`config.mk`:
```
export PLATFORM = sky130hd
export DESIGN_NAME = pm_boot_loader
export DESIGN_NICKNAME = d
export VERILOG_FILES = /design/src/rtl/pm_boot_loader.sv
export SDC_FILE = /design/constraint.sdc
export NUM_CORES = 1
export LEC_CHECK = 0
export CORE_MARGIN = 2
export CORE_UTILIZATION = 28
export CTS_CLUSTER_SIZE = 10
export DETAILED_ROUTE_END_ITERATION = 7
export GPL_TIMING_DRIVEN = 1
export PLACE_DENSITY = 0.51
export SLEW_MARGIN = 20
export SYNTH_ARGS = -nofsm -noshare
export SYNTH_HDL_FRONTEND = slang
export SYNTH_SLANG_ARGS = --single-unit
```
`constraint.sdc`:
```
create_clock -name clk -period 2.3 [get_ports clk]
set_input_delay 0.46 -clock clk [delete_from_list [all_inputs] [get_ports clk]]
set_output_delay 0.46 -clock clk [all_outputs]
set_load 0.02 [all_outputs]
```
`src/rtl/pm_boot_loader.sv`:
```
// rtl/pm_boot_loader.sv - boot-time program-memory loader
//
// Purpose: takes a byte stream made of a 2-byte word count N (MSB first),
// N words of PMD_SIZE/8 bytes each (MSB first) and one XOR checksum byte
// covering the data bytes. It writes the assembled words to program memory
// starting at BASE_ADD and keeps the core in reset until the checksum
// matches.
//
// Ports:
//   clk, reset      core clock, synchronous active-high reset
//   ldr_in_vld/dt   input byte stream; a byte transfers when vld & rdy
//   ldr_in_rdy      loader can accept a byte this cycle
//   ldr_pm_cslt     PM chip select / write strobe (one cycle per word)
//   ldr_pm_wrb      PM write enable
//   ldr_pm_add/dt   PM write address / data (hold between writes)
//   ldr_core_rst    core reset, released once the image is verified
//   ldr_done        load complete with a good checksum (sticky)
//   ldr_err         load failed: size overflow or bad checksum (sticky)
module pm_boot_loader #(
  parameter int PMA_SIZE = 16,
  parameter int PMD_SIZE = 32,
  parameter int BASE_ADD = 0
) (
  input  logic                clk,
  input  logic                reset,
  input  logic                ldr_in_vld,
  input  logic [7:0]          ldr_in_dt,
  output logic                ldr_in_rdy,
  output logic                ldr_pm_cslt,
  output logic                ldr_pm_wrb,
  output logic [PMA_SIZE-1:0] ldr_pm_add,
  output logic [PMD_SIZE-1:0] ldr_pm_dt,
  output logic                ldr_core_rst,
  output logic                ldr_done,
  output logic                ldr_err
);

  localparam int BPW = PMD_SIZE / 8;
  localparam int BW  = (BPW > 1) ? $clog2(BPW) : 1;
  localparam logic [32:0] PM_DEPTH = 33'd1 << PMA_SIZE;

  typedef enum logic [2:0] {HDR0, HDR1, DATA, WR, CHK, DONE, ERR} state_t;

  state_t              state, state_nx;
  logic                rdy_nx;
  logic [7:0]          n_hi;
  logic [15:0]         n_words;
  // One bit wider than the word count so the index can reach N itself.
  logic [16:0]         widx;
  logic [16:0]         widx_inc;
  logic [BW-1:0]       bcnt;
  logic [7:0]          csum;
  logic [PMD_SIZE-1:0] word;
  logic [PMD_SIZE-1:0] word_nx;
  logic [32:0]         hdr_end;
  logic                take;
  logic                last_byte;

  assign take      = ldr_in_vld & ldr_in_rdy;
  assign widx_inc  = widx + 17'd1;
  assign last_byte = (bcnt == BW'(BPW - 1));
  assign word_nx   = PMD_SIZE'({word, ldr_in_dt});
  // End address of the image, computed wide so an oversized N cannot wrap.
  assign hdr_end   = 33'(BASE_ADD) + {17'd0, n_hi, ldr_in_dt};

  always_ff @(posedge clk) begin
    if (reset) state <= HDR0;
    else       state <= state_nx;
  end

  always_comb begin
    state_nx = state;
    rdy_nx   = 1'b0;
    case (state)
      HDR0: if (take) state_nx = HDR1;
      HDR1: if (take) begin
        if (hdr_end > PM_DEPTH)             state_nx = ERR;
        else if ({n_hi, ldr_in_dt} == 16'd0) state_nx = CHK;
        else                                state_nx = DATA;
      end
      DATA: if (take && last_byte) state_nx = WR;
      WR:   state_nx = (widx_inc == {1'b0, n_words}) ? CHK : DATA;
      CHK:  if (take) state_nx = (ldr_in_dt == csum) ? DONE : ERR;
      DONE: state_nx = DONE;
      ERR:  state_nx = ERR;
      default: state_nx = ERR;
    endcase
    // rdy is registered from the next state, which keeps it low during
    // reset and through the first cycle after reset deasserts.
    rdy_nx = (state_nx == HDR0) || (state_nx == HDR1) ||
             (state_nx == DATA) || (state_nx == CHK);
  end

  always_ff @(posedge clk) begin
    if (reset) begin
      ldr_in_rdy <= 1'b0;
      n_hi       <= '0;
      n_words    <= '0;
      widx       <= '0;
      bcnt       <= '0;
      csum       <= '0;
      word       <= '0;
      ldr_pm_add <= '0;
      ldr_pm_dt  <= '0;
    end else begin
      ldr_in_rdy <= rdy_nx;
      case (state)
        HDR0: if (take) n_hi <= ldr_in_dt;
        HDR1: if (take) n_words <= {n_hi, ldr_in_dt};
        DATA: if (take) begin
          word <= word_nx;
          csum <= csum ^ ldr_in_dt;
          if (last_byte) begin
            // Address and data are loaded here so they are valid during WR.
            bcnt       <= '0;
            ldr_pm_add <= PMA_SIZE'(BASE_ADD) + PMA_SIZE'(widx);
            ldr_pm_dt  <= word_nx;
          end else begin
            bcnt <= bcnt + BW'(1);
          end
        end
        WR: widx <= widx_inc;
        default: ;
      endcase
    end
  end

  assign ldr_pm_cslt  = (state == WR);
  assign ldr_pm_wrb   = (state == WR);
  assign ldr_done     = (state == DONE);
  assign ldr_err      = (state == ERR);
  assign ldr_core_rst = (state != DONE);

endmodule

```
==> metrics.csv, run 1 <==
metric;value;unit
outcome;complete, no violations;
Tcrit/Tclk final;0.974;
Clock Skew;0.00800;ns
final non-filler cell total;1006;
TritonCTS buffer count;17;
top cells by area, synth;dfxtp_1 (48%), nand2_1 (14%), a21oi_1 (9.0%);
synth cell count leaders;nand2_1 (196), dfxtp_1 (127), a21oi_1 (96);
root buf cell;clkbuf_16;
internal power;3.96;mW
final setup fails;0;
routed via count;4675;
top cell type's share of synthesized area;0.477;
Pwr Density;695;nW/um^2
kind of critical path;flip-flop to flip-flop;
worst reg2reg setup slack;0.06;ns
cell taking the most area after synthesis;dfxtp_1;
slowest cell on the critical path;or4_4;
DRT iter0 DRCs;271;
CP max stage delay;0.57;ns
sequential cell area;2580;sq um
core area;18700;sq um
number of synthesized flops with an enable pin;0;
R2R cell count;8;
Area Overhead vs Synth;37.4;%
antenna violations before repair;0;
HP Start;reset;
Critical Path End Type;flip-flop;
Routed Antenna Nets;0;
r2r endpoint;ldr_in_rdy;
DRT Wirelength;14.0;mm
fill cell count;1940;
Slew Limit Fails;0;
crit path launch type;flip-flop;
hpwl dp;9.45;mm
setup TNS;0;ns
Top FF cell, synth;dfxtp_1;
cts hold-fix bufs;0;
average wire per standard cell;13.9;microns
gr usage total;0.143;
dpl cell area;6520;sq um
depth of the CTS H-tree;4;
worst-path cell chain;nand4_4 > buf_6 > nor2_4 > a211o_1 > a221o_1 > or4_4 > o211ai_1 > a21oi_1;
VDD IR-drop max;0.526;mV
Net Switching;1.13;mW
Util after Layout;0.392;
Tightest Hold Check Type;primary input to flip-flop;
fin nets;772;
CTS tree;done;
via count of the first global-routing pass;4394;
CP Data Arrival Time;2.53;ns
register bit total from synthesis;127;
Hold Path Depth;2;
DRT Pass-1 Iters;4;
Pwr Total;5.09;mW
gpl congestion;0.815;
start of the worst register-to-register path;widx[6];
clock power share;0.529;
# DRC;0;
Gate Count Post-Synth;666;
clock slew at reported path FFs;0.06;ns
Mapped Nets;679;
Cell Area, Synth;5330;sq um
first-pass GRT wire length;22.7;mm
Yosys warning count;0;
Max-Cap Viols;0;
Avg Synthesized Cell Area;8.01;sq um
Die X-Extent;142;microns
Slew Limit Headroom;0.666;
routed vias/inst;4.65;
total grt overflow;0;
crit-path max FO;5;
Least-Margin Pin Slew;0.497;ns
RSZ-0062 raised after global routing;true;
leakage dissipation;2.62;nW
die area;20200;sq um
max frequency;446;MHz
clock latency on the worst-skew pair;0.42;ns
clk buf depth;2;
worst setup slack after layout;0.0589;ns
Hold Worst Slack;0.435;ns
Reg power frac;0.436;
setup slack at placement;-0.122;ns
Clock Sinks;127;
largest net degree at the start of global routing;63;
Yosys cell types;53;
placed insts;971;
layout cells sized above 1;0.163;
Sw Ratio;0.222;
minimum clock period;2.24;ns
final count of hold timing violations;0;
area taken by multi-input logic gates;2720;sq um
n_diodes;0;
hold worst-path end;widx[2];
final std cell area, no fill;7330;sq um
count leader, synth;nand2_1;
I/O Pins;65;
Seq/Total Area, Yosys;0.477;
post-synthesis async set-or-reset flop share;0;
DIE HEIGHT;142;microns
Worst Path Required;2.59;ns
part of the power in combinational logic;0.034;
initial core utilization;0.285;
IO buf count;64;
row count;50;
## repair_timing
item                       4_1_cts  5_1_grt
pin swaps                        2       14
resized for setup               17       33
gates cloned                     0        1
setup buffers                    1        1
setup endpoints to repair        6        4
## flip-flops by register name, summed over array words and instances (netlist names)
signal,count
n_hi,8
widx,17
ldr_pm_add,16
state,3
csum,8
ldr_pm_dt,32
n_words,16
word,24
ldr_in_rdy,1
bcnt,2
## kinds of logic after synthesis
| kind of cell | count (synthesis) | share of synthesized area |
|---|---|---|
| simple gates | 301 | 0.248 |
| flops | 127 | 0.477 |
| fa+ha+maj | 2 | 0.00469 |
| buf+inv | 55 | 0.0441 |
| compound gates | 123 | 0.130 |
| mux | 8 | 0.0150 |
| xor+xnor | 50 | 0.0821 |
## layer usage
layer  routed length, microns  global-route usage
met1                     7390               0.207
met5                        0                   0
met2                     5850               0.206
met4                      172              0.0458
met3                      539              0.0394
## area by class of cell
type / instances / share of cell area
Clock buffer: 20 / 0.0637
Clock inverter: 12 / 0.0181
Inverter: 9 / 0.00461
Multi-Input combinational cell: 485 / 0.371
Sequential cell: 127 / 0.353
Tap cell: 234 / 0.0400
Timing Repair Buffer: 119 / 0.150
## power groups by stage
stage               clock (mW)  combinational (mW)  sequential, mW
finish                    2.69               0.175            2.22
floorplan                    0              0.0956            2.27
global placement             0               0.177            2.28
CTS                       2.76               0.177            2.23
global route              2.86               0.194            2.22
detailed placement           0               0.176            2.28
## layout by cell type, fill, tap and decap left out, types with 4 or more instances in the layout
master / count
a21oi_1: 95
buf_4: 50
clkbuf_16: 17
clkdlybuf4s50_1: 59
dfxtp_1: 113
dfxtp_2: 4
dfxtp_4: 10
inv_1: 9
mux2i_1: 8
nand2_1: 195
nand3_1: 10
nor2_1: 44
nor3_1: 12
nor4_1: 7
o21ai_0: 5
or3_1: 4
xnor2_1: 19
xor2_1: 29
## worst max path at each step
stage,to,start,depth (start not counted)
after floorplan,ldr_in_rdy,widx[0],9
after global placement,ldr_in_rdy,widx[1],8
after detailed placement,ldr_in_rdy,widx[1],8
after CTS,ldr_in_rdy,widx[3],7
after global routing,ldr_in_rdy,widx[6],8
final,ldr_in_rdy,widx[6],8
## critical path: cells and delay by family (launching register included)
family          cells  cell delay (ns)
compound gates      4             0.88
simple gates        3             0.74
flops               1             0.36
buf+inv             1             0.13
Note: power is estimated with default switching activity, not from simulation.
==> run 2: changes to the inputs <==
- ABC_CLOCK_PERIOD_IN_PS: default -> 2300
==> results of run 2 <==
Final layout, timing and power as in run 1 (identical DEF).
